==> src/rtl/fault_pkg.sv <==
// Shared severity encoding and defaults for the fault classifier.
package fault_pkg;

  typedef enum logic [1:0] {
    FAULT_NONE     = 2'b00,
    FAULT_MINOR    = 2'b01,
    FAULT_CRITICAL = 2'b10,
    FAULT_MAJOR    = 2'b11
  } fault_e;

  localparam int DEFAULT_CNT_W = 8;

  // Stuck-at dominates everything; two simultaneous minor sources escalate to MAJOR.
  function automatic fault_e classify(input logic illegal_opcode,
                                      input logic invalid_control,
                                      input logic stuck_at_fault);
    fault_e sev;
    if (stuck_at_fault) begin
      sev = FAULT_CRITICAL;
    end else if (illegal_opcode && invalid_control) begin
      sev = FAULT_MAJOR;
    end else if (illegal_opcode || invalid_control) begin
      sev = FAULT_MINOR;
    end else begin
      sev = FAULT_NONE;
    end
    return sev;
  endfunction

endpackage

==> src/rtl/sat_counter.sv <==
// Parameterised saturating up-counter with synchronous active-high reset.
module sat_counter #(
  parameter int W = 8
) (
  input  logic         clk,
  input  logic         rst,
  input  logic         inc,
  output logic [W-1:0] count
);

  localparam logic [W-1:0] MAX_VAL = {W{1'b1}};
  localparam logic [W-1:0] ONE     = {{(W-1){1'b0}}, 1'b1};

  logic [W-1:0] count_q;
  logic [W-1:0] count_d;

  always_comb begin
    count_d = count_q;
    if (inc && (count_q != MAX_VAL)) begin
      count_d = count_q + ONE;
    end
  end

  always_ff @(posedge clk) begin
    if (rst) begin
      count_q <= '0;
    end else begin
      count_q <= count_d;
    end
  end

  assign count = count_q;

endmodule

==> src/rtl/fault_classifier.sv <==
// Registered fault severity classifier with sticky critical latch and halt request.
// Event counters are built only when FAULT_CLASSIFIER_COUNTERS_EN is defined.
module fault_classifier
  import fault_pkg::*;
#(
  parameter int CNT_W = DEFAULT_CNT_W
) (
  input  logic             clk,
  input  logic             rst,
  input  logic             illegal_opcode,
  input  logic             invalid_control,
  input  logic             stuck_at_fault,
  input  logic             fault_clear,
  output logic [1:0]       fault_type,
  output logic             fault_valid,
  output logic             critical_latched,
  output logic             halt_req,
  output logic [CNT_W-1:0] minor_count,
  output logic [CNT_W-1:0] critical_count
);

  fault_e sev_now;

  fault_e fault_type_q;
  fault_e fault_type_d;
  logic   fault_valid_q;
  logic   fault_valid_d;
  logic   critical_q;
  logic   critical_d;

  // A set in the same cycle as a clear must win, so the set term is checked first.
  always_comb begin
    sev_now       = classify(illegal_opcode, invalid_control, stuck_at_fault);
    fault_type_d  = sev_now;
    fault_valid_d = (sev_now != FAULT_NONE);
    critical_d    = critical_q;
    if (sev_now == FAULT_CRITICAL) begin
      critical_d = 1'b1;
    end else if (fault_clear) begin
      critical_d = 1'b0;
    end
  end

  always_ff @(posedge clk) begin
    if (rst) begin
      fault_type_q  <= FAULT_NONE;
      fault_valid_q <= 1'b0;
      critical_q    <= 1'b0;
    end else begin
      fault_type_q  <= fault_type_d;
      fault_valid_q <= fault_valid_d;
      critical_q    <= critical_d;
    end
  end

  assign fault_type       = fault_type_q;
  assign fault_valid      = fault_valid_q;
  assign critical_latched = critical_q;
  assign halt_req         = critical_q;

`ifdef FAULT_CLASSIFIER_COUNTERS_EN
  logic minor_inc;
  logic critical_inc;

  always_comb begin
    minor_inc    = (sev_now == FAULT_MINOR) || (sev_now == FAULT_MAJOR);
    critical_inc = (sev_now == FAULT_CRITICAL);
  end

  sat_counter #(.W(CNT_W)) u_minor_cnt (
    .clk   (clk),
    .rst   (rst),
    .inc   (minor_inc),
    .count (minor_count)
  );

  sat_counter #(.W(CNT_W)) u_critical_cnt (
    .clk   (clk),
    .rst   (rst),
    .inc   (critical_inc),
    .count (critical_count)
  );
`else
  assign minor_count    = '0;
  assign critical_count = '0;
`endif

endmodule

==> config.mk <==
export PLATFORM = sky130hd
export DESIGN_NAME = fault_classifier
export DESIGN_NICKNAME = d
export VERILOG_FILES = /design/src/rtl/fault_pkg.sv /design/src/rtl/sat_counter.sv /design/src/rtl/fault_classifier.sv
export SDC_FILE = /design/constraint.sdc
export NUM_CORES = 1
export LEC_CHECK = 0
export ABC_AREA = 1
export BUFFER_PORTS_ARGS = -buffer_cell sky130_fd_sc_hd__buf_2
export CAP_MARGIN = 20
export CORE_AREA = 3 3 40 42
export CTS_CLUSTER_DIAMETER = 100
export DETAILED_ROUTE_END_ITERATION = 16
export DIE_AREA = 0 0 43 45
export GPL_TIMING_DRIVEN = 0
export HOLD_SLACK_MARGIN = 0.08
export PLACE_DENSITY = 0.48
export RECOVER_POWER = 100
export SLEW_MARGIN = 20
export SYNTH_ARGS = -nofsm -noshare
export SYNTH_HDL_FRONTEND = slang
export SYNTH_SLANG_ARGS = --single-unit
==> constraint.sdc <==
create_clock -name clk -period 1 [get_ports clk]
set_clock_uncertainty 0.2 [all_clocks]
set_input_delay 0.2 -clock clk [delete_from_list [all_inputs] [get_ports clk]]
set_output_delay 0.2 -clock clk [all_outputs]
set_load 0.02 [all_outputs]
Word level (Yosys, flattened, before mapping):

Cells that the tools add are included.
W data, S select, Z words.

* register bits after elaboration: 4
* input port bits: 6
* output and inout port bits: 21
* word-level logic and storage cells: 13

* equal/unequal tests: 1
* muxes and demuxes: 5
* reduce and logical (&&, ||, !) cells: 4

Operator list (count)
* $mux W2: 2
* $reduce_bool A2 Y1: 2
* $mux W1: 3
* $eq A2 B2 Y1 const B: 1
* $logic_and A1 B1 Y1: 1
* $logic_or A1 B1 Y1: 1

Logic depth before layout (Yosys ltp):

Gate-level depths: netlist (run 1).

* depth in word-level cells: 6
* mapped depth: 4
* gate-level depth less buffers: 4

Worst setup path before layout (run 1):

OpenSTA, ideal clock, no wires.

* kind: register to output
* from: register critical_q (netlist: critical_latched)
* to: output port halt_req
* data arrival time: 0.616 ns
* data required time: 0.600 ns
* path slack: -0.016 ns
* stages on the path, launching flop included: 2
* path buffers: 1
* cells stage by stage: dfxtp_1 buf_4

RTL lines
* from (decl): RTL line fault_classifier.sv:28 `logic critical_q;`
* from (signal assigned): RTL line fault_classifier.sv:52 `critical_q <= critical_d;`
* to (decl): RTL line fault_classifier.sv:17 `output logic halt_req,`

No word-level cell between the ends.

Worst setup path after layout (run 1):

* from: register critical_q (netlist: critical_latched)
* to: output port halt_req

No word-level cell between the ends.

==> flow_summary_export.csv, run 1 <==
group,metric,value,unit
power,p_sw_frac,0.302,
drt,dr_total_vias,231,
power,pwr-share-comb,0.321,
clock_tree,clk_latency,230,ps
drt,ant_nets,0,
cells_and_area,nets,74,
worst_setup_path,crit_slowest_cell,"dfxtp_2",
cells_and_area,seq_area,85.1,um^2
yosys,synthAdderAreaFrac,0,
place,dp_slack,35.9,ps
cells_and_area,n_fill_cell,148,
timing,setup_tns,-469,ps
clock_tree,post_cts_buffers,0,
worst_setup_path,cpPeakStageDelay,320,ps
worst_setup_path,crit_buf_inv,2,
cells_and_area,layout_common_cells,"16 x buf_4, 16 x conb_1, 7 x nand2_1, 7 x inv_1, 5 x buf_6",
worst_setup_path,cpMostUsedCell,"buf_6",
cells_and_area,final_util,0.352,
global_routing,grt_pass1_vias,186,
die,fp.coreArea,1280,um^2
clock_tree,clock_sinks,4,
place,placed_area,399,um^2
place,io_buffers,10,
run_status,status,"complete, but fails checks",
yosys,ys_seq_area_frac,0.294,
clock_tree,cts_root_buf,"clkbuf_4",
place,dp.final_hpwl,428,um
yosys,ys_seq_elements,4,
worst_setup_path,cp_cell_sequence,"buf_6 > buf_6",
clock_tree,cts_tree,"built",
worst_setup_path,cp_max_fo,3,
worst_setup_path,crit_path_end_kind,"output pin",
clock_tree,cts_made_buffers,3,
cells_and_area,diodes,0,
yosys,yosysWarnings,0,
timing,hold_viol_final,1,
yosys,synth.distinct_cells,7,
timing,whs,-59.8,ps
flow_run,cap_violations,0,
die,die_h,45,um
timing,period_needed,1170,ps
drt,dr.pass1.iters,1,
timing,finalSetupViolCount,5,
timing,fin_crit_sh,1.17,
cells_and_area,final_area,452,um^2
cells_and_area,drive_above_1_share,0.485,
clock_tree,cts_buffer_depth,2,
yosys,syn_area,273,um^2
yosys,synth_xor_xnor_area_share,0,
power,intPower,0.388,mW
global_routing,track_usage,0.0541,
yosys,synthMuxAreaShare,0,
cells_and_area,multi_input_area,95.1,um^2
drt,vias_per_cell,2.85,
die,start_util,0.212,
die,rows,13,
die,dieArea,1940,um^2
timing,rsz0062_at_grt,"yes",
worst_setup_path,crit_required,600,ps
clock_tree,clk_pin_slew,40,ps
drt,wl_per_cell,5.75,um
run_status,violations,"negative hold slack, negative setup slack",
yosys,synth_top_family_by_area,"buffers and inverters",
drt,drc,0,
yosys,synth_compound_area_frac,0.0183,
power,seqPwrFrac,0.323,
clock_tree,cts_max_level,1,
worst_setup_path,worstSetupPathType,"reg -> out",
cells_and_area,syn_to_final_growth,65.6,%
die,ios,27,
worst_setup_path,critPathArrivalTime,770,ps
timing,slew_viol_final,0,
global_routing,grt_max_degree,4,
drt,drtIter0Drc,0,
worst_setup_path,start_kind,"register",
global_routing,grt_pass1_wl,710,um
power,leakagePower,0.300,nW
timing,setup_slack,-174,ps
power,ir_drop,0.249,mV
power,p_total,0.556,mW
yosys,postSynthAreaPerCell,7.18,um^2
worst_setup_path,crit_family,"flip-flops",
power,p_sw,0.168,mW
global_routing,antenna_found_initial,0,
power,clkPwrFrac,0.357,
yosys,synth_cells,38,
drt,wirelength,466,um
place,gp_congestion,0.735,
timing,fmax,0.852,GHz
die,die_x,43,um
min_path,hold_class,"in -> reg",
yosys,synthSimpleGateAreaFrac,0.110,
global_routing,grt-ovfl-total,0,
power,power_density,1230,nW/um^2
[metal layers]
layer  track usage  vias up  wire length, um
met1        0.0458       82              152
met5             0        -                0
met4        0.0542        0               13
met2        0.0808       17              217
li1              -      130                -
met3        0.0398        2               82
[synth_stat cells]
library cell / number / area share
buf_4: 17 / 0.47
inv_1: 7 / 0.096
nand2_1: 7 / 0.096
dfxtp_1: 4 / 0.29
a21oi_1: 1 / 0.018
conb_1: 1 / 0.014
nor2_1: 1 / 0.014
[cell type report]
type / count / share of cell area
Buffer: 17 / 0.291
Clock buffer: 3 / 0.0499
Inverter: 7 / 0.0582
Multi-Input combinational cell: 25 / 0.211
Sequential cell: 4 / 0.188
Tap cell: 15 / 0.0416
Timing Repair Buffer: 10 / 0.161
[power groups by stage]
stage               clock (mW)  combinational [mW]  sequential (mW)
finish                   0.198               0.178            0.179
floorplan                    0               0.121            0.193
global route             0.217               0.194            0.181
CTS                      0.204               0.178            0.180
detailed placement           0               0.163            0.178
global placement             0               0.163            0.178
[what timing repair did]
| action | in CTS | in global routing |
|---|---|---|
| endpoints found under the hold margin | 4 | 2 |
| pin swaps | 0 | 0 |
| gates resized for setup | 12 | 0 |
| endpoints found under the setup margin | 5 | 5 |
[flip-flops by register name, indices dropped and copies added (netlist names)]
register / cells
fault_type: 2
critical_latched: 1
fault_valid: 1
[stage by stage]
stage	cells	hold slack, ps
detailed placement	78	182
global route	81	-58.8
CTS	81	-65.0
global placement	78	188
finish	81	-59.8
floorplan	53	61.7
[kinds of logic after synthesis]
group           after synthesis
buf+inv                      24
simple gates                  8
flops                         4
compound gates                1
other cells                   1
[final timing paths]
| check | startpoint | end | slack, ps | depth (start not counted) |
|---|---|---|---|---|
| max | critical_latched | halt_req | -170 | 2 |
| min | rst | critical_latched | -60 | 2 |
| max reg2reg | critical_latched | critical_latched | 240 | 2 |
| min reg2reg | critical_latched | critical_latched | 270 | 2 |
[worst register-to-register path: stages (launching register included)]
cell     delay (ps)
dfxtp_2         330
nand2_1          60
a21oi_1         100
(Power assumes the default switching activity.)
==> inputs of run 2 (changes only) <==
Settings changed: BUFFER_PORTS_ARGS -buffer_cell sky130_fd_sc_hd__buf_2 to default, DONT_BUFFER_PORTS from default to 1, PLACE_DENSITY 0.48 to 0.32.
==> run 2 against run 1 <==
Net effect:
- the flow still finishes with violations (negative hold slack, negative setup slack)
- non-clock buffer count is 7 lower
- clock power hardly changed
- cell count is 8.6% lower
- critical path depth is 1 lower
- clock-buffer cell count stayed put
- critical path type unchanged
==> flow_summary_export.csv, run 2 (synthesis results as in run 1) <==
group,metric,value,unit
cells_and_area,layout_common_cells,"16 x buf_4, 16 x conb_1, 7 x nand2_1, 7 x inv_1, 4 x dfxtp_4",
drt,vias_per_cell,2.80,
power,p_total,0.527,mW
global_routing,track_usage,0.0449,
die,die_h,45,um
place,gp_congestion,0.630,
power,leakagePower,0.279,nW
worst_setup_path,worstSetupStartpoint,"critical_latched",
cells_and_area,final_area,422,um^2
cells_and_area,n_fill_cell,140,
worst_setup_path,crit_path_end_kind,"output pin",
clock_tree,cts_made_buffers,3,
worst_setup_path,cp_cell_sequence,"buf_6",
die,ios,27,
min_path,hold_class,"in -> reg",
cells_and_area,largest_reg_flops,2,
clock_tree,clk_latency,230,ps
flow_run,cap_violations,0,
drt,dr.pass1.iters,2,
min_path,hold_start,"stuck_at_fault",
die,start_util,0.212,
timing,setup_slack,-138,ps
clock_tree,clock_sinks,4,
timing,fin_crit_sh,1.14,
timing,finalSetupViolCount,4,
worst_setup_path,crit_required,600,ps
drt,dr_total_vias,207,
power,power_density,1250,nW/um^2
cells_and_area,syn_to_final_growth,54.6,%
clock_tree,cts_root_buf,"clkbuf_4",
worst_setup_path,timing.rr.start,"critical_latched",
die,die_x,43,um
timing,hold_viol_final,3,
worst_setup_path,worstSetupPathType,"reg -> out",
die,fp.coreArea,1280,um^2
worst_setup_path,crit_family,"flip-flops",
worst_setup_path,critPathArrivalTime,740,ps
drt,drtIter0Drc,1,
clock_tree,post_cts_buffers,0,
cells_and_area,drive_above_1_share,0.407,
clock_tree,cts_max_level,1,
drt,wirelength,433,um
clock_tree,cts_buffer_depth,2,
die,rows,13,
global_routing,antenna_found_initial,0,
global_routing,grt_max_degree,4,
drt,wl_per_cell,5.85,um
place,placed_area,349,um^2
worst_setup_path,cpPeakStageDelay,380,ps
global_routing,grt_pass1_vias,166,
power,ir_drop,0.252,mV
timing,whs,-73.3,ps
timing,period_needed,1140,ps
place,dp.cells,68,
run_status,violations,"negative hold slack, negative setup slack",
drt,ant_nets,0,
worst_setup_path,crit_buf_inv,1,
place,io_buffers,0,
worst_setup_path,crit_slowest_cell,"dfxtp_4",
cells_and_area,instances_no_fill,74,
drt,drc,0,
cells_and_area,final_util,0.328,
worst_setup_path,start_kind,"register",
run_status,status,"complete, but fails checks",
timing,fmax,0.878,GHz
cells_and_area,nets,67,
clock_tree,cts_tree,"built",
global_routing,grt_pass1_wl,572,um
global_routing,grt-ovfl-total,0,
clock_tree,clk_pin_slew,40,ps
cells_and_area,diodes,0,
die,dieArea,1940,um^2
timing,rsz0062_at_grt,"yes",
timing,slew_viol_final,0,
worst_setup_path,cp_max_fo,3,
## run 2: metrics by stage
stage | TNS [ps] | setup slack, ps
3_5_place_dp | 0 | 57.6
6_report | -219 | -138
3_3_place_gp | 0 | 59.6
5_1_grt | -382 | -164
2_1_floorplan | 0 | 71.1
4_1_cts | -261 | -146
## run 2: path summary, 6_finish.rpt
kind / end / slack, ps / cells after the start
worst max-delay path: halt_req / -140 / 1
worst min-delay path: fault_type[0] / -70 / 3
worst max register to register: critical_latched / 150 / 2
worst min register to register: critical_latched / 340 / 2
## run 2: timing repair
action                                  in CTS  in global routing
endpoints found under the hold margin        4                  4
pin swaps                                    0                  3
gates resized for setup                      8                  2
hold buffers                                 3                  1
endpoints found under the setup margin       5                  9
## run 2: worst reg2reg max path, cell delays in order (launching register included)
cell	delay, ps
dfxtp_4	380
nand2_1	70
a21oi_1	130
## run 2: routing by layer
metal  global-route usage  vias up  routed length [um]
met5                    0        -                   0
met4               0.0723        0                  14
met3               0.0120        2                  80
met2               0.0629       17                 185
met1               0.0433       72                 153
li1                     -      116                   -
## run 2: where the power goes
group | switching (mW) | internal (mW)
Sequential | 0.0190 | 0.170
Combinational | 0.0773 | 0.0616
Clock | 0.0651 | 0.134
## run 2: final cells by class
type	count	area (um^2)	area share
tap	15	18.8	0.0445
inverter	7	26.3	0.0623
buffer	17	131	0.312
sequential	4	95.1	0.226
timing repair buffer	3	32.5	0.0772
clock buffer	3	22.5	0.0534
multi-input combinational	25	95.1	0.226
==> inputs of run 3 (changes only) <==
Settings changed: REMOVE_ABC_BUFFERS from default to 1.
==> run 3 against run 2 <==
Net effect:
- via count down 21%
- sequential share of layout area grew 11 points
- hold slack better by 5.8 ps
- global-route usage down 1.1 points
- the run still ends with negative hold slack, negative setup slack left
- non-clock buffer count decreased by 18
- sequential power barely moved
- flip-flop and latch count is the same
- first-iteration DRC count rose by 100%
- cell count decreased by 24%
- combinational power is 43% lower
- highest routed layer is now met3
- final area fell by 33%
==> flow_summary_export.csv, run 3 (synthesis results as in run 1) <==
group,metric,value,unit
die,die_x,43,um
drt,wl_met2,185,um
drt,drtIter0Drc,2,
min_path,hold_path_depth,2,
clock_tree,clk_latency,230,ps
drt,ant_nets,0,
cells_and_area,diodes,0,
cells_and_area,largest_reg_flops,2,
cells_and_area,nets,49,
power,power_density,1640,nW/um^2
clock_tree,clk_pin_slew,40,ps
flow_run,cap_violations,0,
worst_setup_path,worstSetupPathType,"reg -> out",
worst_setup_path,cp_max_fo,3,
timing,fin_crit_sh,1.04,
place,gp_congestion,0.635,
power,ir_drop,0.174,mV
worst_setup_path,critPathArrivalTime,640,ps
die,fp.coreArea,1280,um^2
drt,dr_total_vias,164,
timing,finalSetupViolCount,2,
clock_tree,cts_buffer_depth,2,
place,dp.final_hpwl,312,um
power,leakagePower,0.182,nW
timing,setup_slack,-40.2,ps
drt,wl_per_cell,6.46,um
global_routing,track_usage,0.0341,
drt,routedLengthMet1,82,um
die,ios,27,
min_path,hold_class,"in -> reg",
worst_setup_path,crit_path_end_kind,"output pin",
timing,period_needed,1040,ps
die,start_util,0.212,
drt,wl_met3,94,um
drt,drc,0,
min_path,whs_endpoint,"critical_latched",
cells_and_area,final_area,284,um^2
run_status,status,"complete, but fails checks",
worst_setup_path,timing.rr.start,"critical_latched",
clock_tree,cts_tree,"built",
timing,slew_viol_final,0,
clock_tree,post_cts_buffers,0,
cells_and_area,final_common_cell,"conb_1",
worst_setup_path,start_kind,"register",
worst_setup_path,regToRegEndpoint,"critical_latched",
drt,dr.pass1.iters,3,
min_path,hold_start,"stuck_at_fault",
global_routing,antenna_found_initial,0,
run_status,violations,"negative hold slack, negative setup slack",
die,dieArea,1940,um^2
drt,dr.max_layer_used,"met3",
timing,rsz0062_at_grt,"yes",
timing,fmax,0.961,GHz
worst_setup_path,crit_required,600,ps
clock_tree,cts_made_buffers,3,
worst_setup_path,reg2reg_depth,2,
clock_tree,cts_max_level,1,
global_routing,grt_pass1_wl,420,um
clock_tree,cts_root_buf,"clkbuf_4",
cells_and_area,layout_common_cells,"16 x conb_1, 7 x nand2_1, 7 x inv_1, 4 x dfxtp_4, 3 x clkbuf_4",
drt,wirelength,362,um
drt,vias_per_cell,2.93,
place,io_buffers,0,
global_routing,grt_max_degree,4,
timing,hold_viol_final,4,
place,placed_area,220,um^2
worst_setup_path,rrSetupSlack,140,ps
cells_and_area,final_util,0.221,
cells_and_area,syn_to_final_growth,4.13,%
global_routing,grt-ovfl-total,0,
die,rows,13,
die,die_h,45,um
clock_tree,cts_hold_buf,3,
timing,setup_tns,-80.3,ps
power,p_total,0.465,mW
timing,whs,-67.5,ps
clock_tree,clock_sinks,4,
global_routing,grt_pass1_vias,124,
cells_and_area,drive_above_1_share,0.195,
run 3: cell types whose count changed in the layout (fill, tap and decap cells not counted):
cell / delta
buf_4: -16
a21oi_1: -1
a21oi_2: +1
buf_6: -1
dlygate4sd3_1: -1
run 3: repair_timing:
action | in CTS | in global routing
endpoints found under the setup margin | 6 | 8
hold endpoints to repair | 4 | 4
pin swaps | 0 | 1
gates resized for setup | 8 | 3
run 3: report_power, final:
group / leakage (nW) / internal, mW / switching [mW]
sequential: 0.0356 / 0.170 / 0.0219
clock: 0.0138 / 0.134 / 0.0596
combinational: 0.132 / 0.0134 / 0.0662
total: 0.182 / 0.317 / 0.148
run 3: layer usage:
layer  vias to the layer above  GRT usage
li1                         81          -
met1                        65     0.0192
met2                        18     0.0629
met3                         0     0.0120
met4                         0     0.0542
met5                         -          0
run 3: how the worst max path moves through the flow:
| stage | cells past startpoint | slack [ps] | start | endpoint |
|---|---|---|---|---|
| 5_1_grt | 0 | -50 | critical_latched | halt_req |
| 3_5_place_dp | 2 | -60 | critical_latched | critical_latched |
| 6_report | 0 | -40 | critical_latched | critical_latched |
| 4_1_cts | 0 | -50 | critical_latched | critical_latched |
| 3_3_place_gp | 2 | -70 | critical_latched | critical_latched |
| 2_1_floorplan | 2 | -10 | critical_latched | critical_latched |
run 3: per-stage QoR:
stage	std cells	setup WS, ps
global placement	51	-65.2
global route	56	-54.2
floorplan	36	-10.6
detailed placement	51	-61.5
finish	56	-40.2
CTS	57	-51.3
run 3: area by class of cell:
type	instances	area (um^2)
multi-input combinational	25	98.8
timing repair buffer	2	22.5
tap	15	18.8
inverter	7	26.3
fill	154	1000
sequential	4	95.1
clock buffer	3	22.5
